--- src/rtl/lsb_mem_ctrl_pkg.sv ---
// Shared widths, funct3 encodings and the access-size helper for the LSB memory controller.
package lsb_mem_ctrl_pkg;

    localparam int ADDR_WIDTH   = 32;
    localparam int VAL_WIDTH    = 32;
    localparam int FUNCT3_WIDTH = 3;
    localparam int LSB_ID_WIDTH = 3;

    typedef logic [FUNCT3_WIDTH-1:0] funct3_t;

    localparam funct3_t FUNCT3_LB  = 3'b000;
    localparam funct3_t FUNCT3_LH  = 3'b001;
    localparam funct3_t FUNCT3_LW  = 3'b010;
    localparam funct3_t FUNCT3_LBU = 3'b100;
    localparam funct3_t FUNCT3_LHU = 3'b101;

    // Only funct3[1:0] carries the size; bit 2 selects zero-extension on loads.
    function automatic logic [2:0] byte_count(input funct3_t funct3);
        case (funct3[1:0])
            2'b00:   byte_count = 3'd1;
            2'b01:   byte_count = 3'd2;
            default: byte_count = 3'd4;
        endcase
    endfunction

endpackage

--- src/rtl/lsb_mem_ctrl.sv ---
// Byte-serial memory controller between the load/store buffer and the byte-wide RAM/IO bus.
// Accesses of 1, 2 or 4 bytes are sequenced little-endian, one byte per cycle.
module lsb_mem_ctrl
    import lsb_mem_ctrl_pkg::*;
#(
    parameter int LSB_ID_W = LSB_ID_WIDTH
) (
    input  logic                    clk,
    input  logic                    rst_in,
    input  logic                    rdy_in,
    input  logic                    flush,
    input  logic                    lsb2mem_load_en,
    input  logic                    lsb2mem_store_en,
    input  logic [ADDR_WIDTH-1:0]   lsb2mem_addr,
    input  logic [FUNCT3_WIDTH-1:0] lsb2mem_type,
    input  logic [VAL_WIDTH-1:0]    lsb2mem_val,
    input  logic [LSB_ID_W-1:0]     lsb2mem_load_id,
    output logic                    mem_busy,
    output logic                    mem2lsb_load_en,
    output logic [VAL_WIDTH-1:0]    mem2lsb_load_val,
    output logic [LSB_ID_W-1:0]     mem2lsb_load_id,
    input  logic [7:0]              mem_din,
    output logic [7:0]              mem_dout,
    output logic [ADDR_WIDTH-1:0]   mem_a,
    output logic                    mem_wr,
    input  logic                    io_buffer_full
);

    localparam logic [1:0] ST_IDLE  = 2'd0;
    localparam logic [1:0] ST_READ  = 2'd1;
    localparam logic [1:0] ST_WRITE = 2'd2;

    logic [1:0]            state;
    logic [2:0]            cnt;
    logic [ADDR_WIDTH-1:0] req_addr;
    funct3_t               req_type;
    logic [VAL_WIDTH-1:0]  req_val;
    logic [LSB_ID_W-1:0]   req_id;
    logic [VAL_WIDTH-1:0]  lanes;

    logic [2:0]            n_bytes;
    logic [2:0]            rd_idx;
    logic [ADDR_WIDTH-1:0] wr_addr;
    logic [ADDR_WIDTH-1:0] rd_addr;
    logic                  io_stall;
    logic                  capture;
    logic                  last_capture;
    logic [1:0]            cap_lane;
    logic [VAL_WIDTH-1:0]  merged;

    function automatic logic [VAL_WIDTH-1:0] extend_load(input funct3_t funct3,
                                                         input logic [VAL_WIDTH-1:0] raw);
        case (funct3)
            FUNCT3_LB:  extend_load = {{24{raw[7]}}, raw[7:0]};
            FUNCT3_LBU: extend_load = {24'd0, raw[7:0]};
            FUNCT3_LH:  extend_load = {{16{raw[15]}}, raw[15:0]};
            FUNCT3_LHU: extend_load = {16'd0, raw[15:0]};
            FUNCT3_LW:  extend_load = raw;
            default:    extend_load = raw;
        endcase
    endfunction

    assign n_bytes  = byte_count(req_type);
    assign wr_addr  = req_addr + ADDR_WIDTH'(cnt);
    assign io_stall = (wr_addr[17:16] == 2'b11) && io_buffer_full;

    // While frozen, the previous byte address is re-driven so mem_din still holds
    // the byte owed to the pending capture when rdy_in returns.
    assign rd_idx   = (!rdy_in && cnt != 3'd0) ? cnt - 3'd1 : cnt;
    assign rd_addr  = req_addr + ADDR_WIDTH'(rd_idx);

    assign capture      = (state == ST_READ) && (cnt != 3'd0) && (cnt <= n_bytes);
    assign last_capture = (state == ST_READ) && (cnt == n_bytes);
    assign cap_lane     = 2'(cnt - 3'd1);

    assign mem_busy = (state != ST_IDLE);

    // Lanes as they will look after this cycle's capture, used for the response value.
    always_comb begin
        merged = lanes;
        if (capture) begin
            merged[{cap_lane, 3'b000} +: 8] = mem_din;
        end
    end

    // Bus drive is purely a function of state so reset clears it immediately.
    always_comb begin
        mem_a    = '0;
        mem_dout = 8'd0;
        mem_wr   = 1'b0;
        case (state)
            ST_WRITE: begin
                mem_a    = wr_addr;
                mem_dout = req_val[{cnt[1:0], 3'b000} +: 8];
                mem_wr   = rdy_in && !io_stall;
            end
            ST_READ: begin
                if (rd_idx < n_bytes) begin
                    mem_a = rd_addr;
                end
            end
            default: ;
        endcase
    end

    always_ff @(posedge clk or posedge rst_in) begin
        if (rst_in) begin
            state            <= ST_IDLE;
            cnt              <= 3'd0;
            req_addr         <= '0;
            req_type         <= '0;
            req_val          <= '0;
            req_id           <= '0;
            lanes            <= '0;
            mem2lsb_load_en  <= 1'b0;
            mem2lsb_load_val <= '0;
            mem2lsb_load_id  <= '0;
        end else begin
            // The response strobe is cleared even while frozen so it never stretches.
            mem2lsb_load_en <= 1'b0;
            if (rdy_in) begin
                case (state)
                    ST_IDLE: begin
                        if (!flush && (lsb2mem_store_en || lsb2mem_load_en)) begin
                            state    <= lsb2mem_store_en ? ST_WRITE : ST_READ;
                            cnt      <= 3'd0;
                            req_addr <= lsb2mem_addr;
                            req_type <= lsb2mem_type;
                            req_val  <= lsb2mem_val;
                            req_id   <= lsb2mem_load_id;
                            lanes    <= '0;
                        end
                    end
                    ST_WRITE: begin
                        if (!io_stall) begin
                            if (cnt == n_bytes - 3'd1) begin
                                state <= ST_IDLE;
                                cnt   <= 3'd0;
                            end else begin
                                cnt <= cnt + 3'd1;
                            end
                        end
                    end
                    ST_READ: begin
                        if (flush) begin
                            state <= ST_IDLE;
                            cnt   <= 3'd0;
                        end else begin
                            if (capture) begin
                                lanes <= merged;
                            end
                            if (last_capture) begin
                                mem2lsb_load_en  <= 1'b1;
                                mem2lsb_load_val <= extend_load(req_type, merged);
                                mem2lsb_load_id  <= req_id;
                            end
                            if (cnt == n_bytes + 3'd1) begin
                                state <= ST_IDLE;
                                cnt   <= 3'd0;
                            end else begin
                                cnt <= cnt + 3'd1;
                            end
                        end
                    end
                    default: begin
                        state <= ST_IDLE;
                        cnt   <= 3'd0;
                    end
                endcase
            end
        end
    end

endmodule

--- config.mk ---
export PLATFORM = sky130hd
export DESIGN_NAME = lsb_mem_ctrl
export DESIGN_NICKNAME = d
export VERILOG_FILES = /design/src/rtl/lsb_mem_ctrl_pkg.sv /design/src/rtl/lsb_mem_ctrl.sv
export SDC_FILE = /design/constraint.sdc
export NUM_CORES = 1
export LEC_CHECK = 0
export ABC_AREA = 1
export CAP_MARGIN = 20
export CORE_ASPECT_RATIO = 1.5
export CORE_MARGIN = 1
export CORE_UTILIZATION = 55
export DETAILED_ROUTE_END_ITERATION = 12
export DONT_BUFFER_PORTS = 1
export GPL_ROUTABILITY_DRIVEN = 0
export PLACE_DENSITY = 0.7
export SLEW_MARGIN = 30
export SYNTH_ARGS = -nofsm -noshare
export SYNTH_HDL_FRONTEND = slang
export SYNTH_SLANG_ARGS = --single-unit
--- constraint.sdc ---
create_clock -name clk -period 5.32 [get_ports clk]
set_input_delay 0.532 -clock clk [delete_from_list [all_inputs] [get_ports clk]]
set_output_delay 0.532 -clock clk [all_outputs]
set_load 0.01 [all_outputs]
==> flow_summary.json <==
{
  "syn_nets": 1387,
  "critical_path_class": "reg2out",
  "rows": 57,
  "crit_arrival_ps": 4110,
  "ctsResizeCount": 0,
  "met3_length_um": 1432,
  "fmax_mhz": 215.6,
  "p_leak_nw": 4.549,
  "antenna_found_initial": 1,
  "yosys.area.top_type_share": 0.3920,
  "grt_max_degree": 96,
  "cts_tree": "yes",
  "vdd_drop_max_mv": 0.2792,
  "outcome": "finished clean",
  "cts.path.max_buffers": 2,
  "grt-ovfl-total": 0,
  "start_kind": "flip-flop",
  "grt_pass1_wl_um": 41320,
  "vias": 8404,
  "cp_common_cell": "nand2_1",
  "setup_viol": 0,
  "worstSkewPairLatency_ps": 430,
  "maxCapViolations": 0,
  "root_buffer": "clkbuf_16",
  "netlist_instances": 1279,
  "tightest_slew_ps": 974.6,
  "drive_above_1_share": 0.09614,
  "wire_per_inst_um": 17.84,
  "post-route-period-util": 0.8720,
  "yosysWarningCount": 0,
  "port-buffer-count": 0,
  "die_h_um": 159.8,
  "min_path_type": "in2reg",
  "synth_area_leaders": "dfrtp_1, nand2_1, nor2_1",
  "setup_tns_ps": 0,
  "grt_use_total": 0.3157,
  "drtAntennaViolNets": 0,
  "cts_buffers": 17,
  "worst_ep_required_time_ps": 4790,
  "top_layer_used": "met4",
  "hold_viol": 0,
  "drt_iter0_drc": 513,
  "critPathSlowestCell": "ha_1",
  "avgViaCountPerCell": 5.694,
  "m1WireLength_um": 9655,
  "period_needed_ps": 4639,
  "grt_setup_unrepaired": "false",
  "finalNonFillerCells": 1476,
  "slew-limit-headroom": 0.3503,
  "initial_core_util": 0.5638,
  "hpwl_um": 18830,
  "h-tree-depth": 4,
  "synth-seq-area-share": 0.3920,
  "slowest_delay_ps": 480,
  "fin_worst_skew_ps": 10.46,
  "drc": 0,
  "dieArea_mm2": 0.01713,
  "ys_types": 38,
  "area_growth_pct": 8.293,
  "syn_avg_cell_area_um2": 7.136,
  "maxSlewViolCount": 0,
  "wirelength_um": 26330,
  "met2_length_um": 13750,
  "dr.pass1.iters": 5,
  "p_per_area_mw_per_mm2": 566.5,
  "grt_pass1_vias": 8016,
  "clk_pin_slew_ps": 60,
  "syn_area_mm2": 0.009128,
  "crit_fanout": 15,
  "boundaryPins": 163,
  "cp-end-kind": "output pin",
  "dieWidth_um": 107.2,
  "fin_nets": 1364,
  "path_cells": "inv_1 > ha_1 > clkinv_2 > o21ai_2 > nand2_1 > nand2_1 > ha_1 > fa_1 > nand2_1 > nand2_1 > nand2_1 > nor2_4 > nand2_1 > nor2_1 > nand2_1 > nand2_1 > nand2_1 > nor2_1 > nor2_1 > nor2_1",
  "coreArea_mm2": 0.01619,
  "yosys.area.top_type": "dfrtp_1",
  "cts.sinks": 143,
  "ys_ff_latch": 143,
  "dpl.cell_count": 1441
}
[repair_timing]
action,CTS,global route
hold buffers,0,1
hold endpoints to repair,0,37
buffers inserted,0,0
[per-stage QoR]
step	setup WS (ps)	util	hold WS [ps]	power (mW)	cell area, um2
finish	680.9	0.6106	249.7	5.599	9884
global route	272.4	0.6104	225.4	5.988	9882
CTS	714.1	0.6076	184.8	5.590	9837
detailed placement	1240	0.5694	455.2	4.309	9218
global placement	1283	0.5694	452.8	4.262	9218
floorplan	950.1	-	443.5	3.689	9128
[registers in the layout (all words and copies together) (netlist names)]
signal	cells
mem2lsb_load_en	1
req_id	3
state	2
req_addr	32
cnt	3
req_type	3
lanes	32
req_val	32
mem2lsb_load_val	32
mem2lsb_load_id	3
[cell usage after synthesis (all sizes together)]
library cell	count
nand2	346
nor2	178
dfrtp	143
a21oi	120
inv	117
nand3	114
o21ai	73
mux2	34
buf	32
clkbuf	24
ha	21
nand4	19
xor2	19
a31oi	9
nor3	9
o211ai	8
clkinv	3
a21boi	2
fa	2
or2	2
a211oi	1
o2111ai	1
o21bai	1
xnor2	1
[cell usage in the layout (no fill, tap or decap), types with 2 or more instances in the layout]
cell type and n:
nand2_1 339, nor2_1 173, dfrtp_1 143, nand3_1 111, inv_1 108, a21oi_1 108, o21ai_0 42, mux2_2 34
o21ai_1 28, ha_1 21, nand4_1 19, xor2_1 19, clkbuf_16 17, buf_4 12, a21oi_2 11, nor3_1 9
a31oi_1 9, inv_2 8, o211ai_1 8, nand2_2 6, inv_6 4, o21ai_2 3, nand3_2 3, nor2_2 3
clkinv_4 3, bufinv_16 3, clkinvlp_4 3, a21boi_4 2, clkinv_1 2, nor2_4 2, or2_2 2, fa_1 2
[report_power, final]
| group | internal (mW) | switching [mW] | leakage (nW) | total [mW] |
|---|---|---|---|---|
| Combinational | 0.750 | 1.62 | 2.49 | 2.37 |
| Clock | 0.761 | 0.508 | 0.293 | 1.27 |
| Sequential | 1.50 | 0.458 | 1.76 | 1.96 |
[layer usage]
| layer | up-vias | GRT usage |
|---|---|---|
| met2 | 321 | 0.5534 |
| met5 | - | 0 |
| met3 | 94 | 0.05918 |
| met1 | 3870 | 0.3490 |
| li1 | 4119 | - |
| met4 | 0 | 0.1905 |
[worst paths after layout]
| kind | start | end | slack, ps | depth (start not counted) |
|---|---|---|---|---|
| setup / recovery | cnt[0] | mem_a[26] | 680 | 20 |
| hold / removal | lsb2mem_val[18] | req_val[18] | 250 | 1 |
| setup reg to reg | req_type[1] | lanes[14] | 2040 | 11 |
| hold reg to reg | req_id[1] | mem2lsb_load_id[1] | 460 | 2 |
| max in group asynchronous | rst_in | lanes[29] | 3440 | 4 |
| min in group asynchronous | rst_in | mem2lsb_load_id[1] | 560 | 2 |
[cells by family (layout without fill, tap and decap cells)]
group,after synthesis,in the layout,share of synthesized area
AO/OA/AOI/OAI,215,215,0.1315
XOR/XNOR,20,20,0.01919
multiplexers,34,34,0.04195
adder cells (fa/ha/maj),23,23,0.03317
other,0,1,0
flip-flops,143,143,0.3920
buffers and inverters,176,166,0.07910
AND/OR/NAND/NOR,668,668,0.3031
[final cells by class]
class,count,area [um2]
Clock buffer,19,442.9
Multi-Input combinational cell,960,4842
Inverter,120,456.7
Tap cell,206,257.7
Fill cell,1517,6305
Clock inverter,13,176.4
Timing Repair Buffer,14,127.6
Antenna cell,1,2.502
Sequential cell,143,3578
[critical path, delay by kind of cell (launching register included)]
family | cells | cell delay (ps)
buffers and inverters | 2 | 620
AND/OR/NAND/NOR | 14 | 1590
AO/OA/AOI/OAI | 1 | 210
adder cells (fa/ha/maj) | 3 | 880
flip-flops | 1 | 380
No activity file was read; power rests on OpenSTA's default activity.
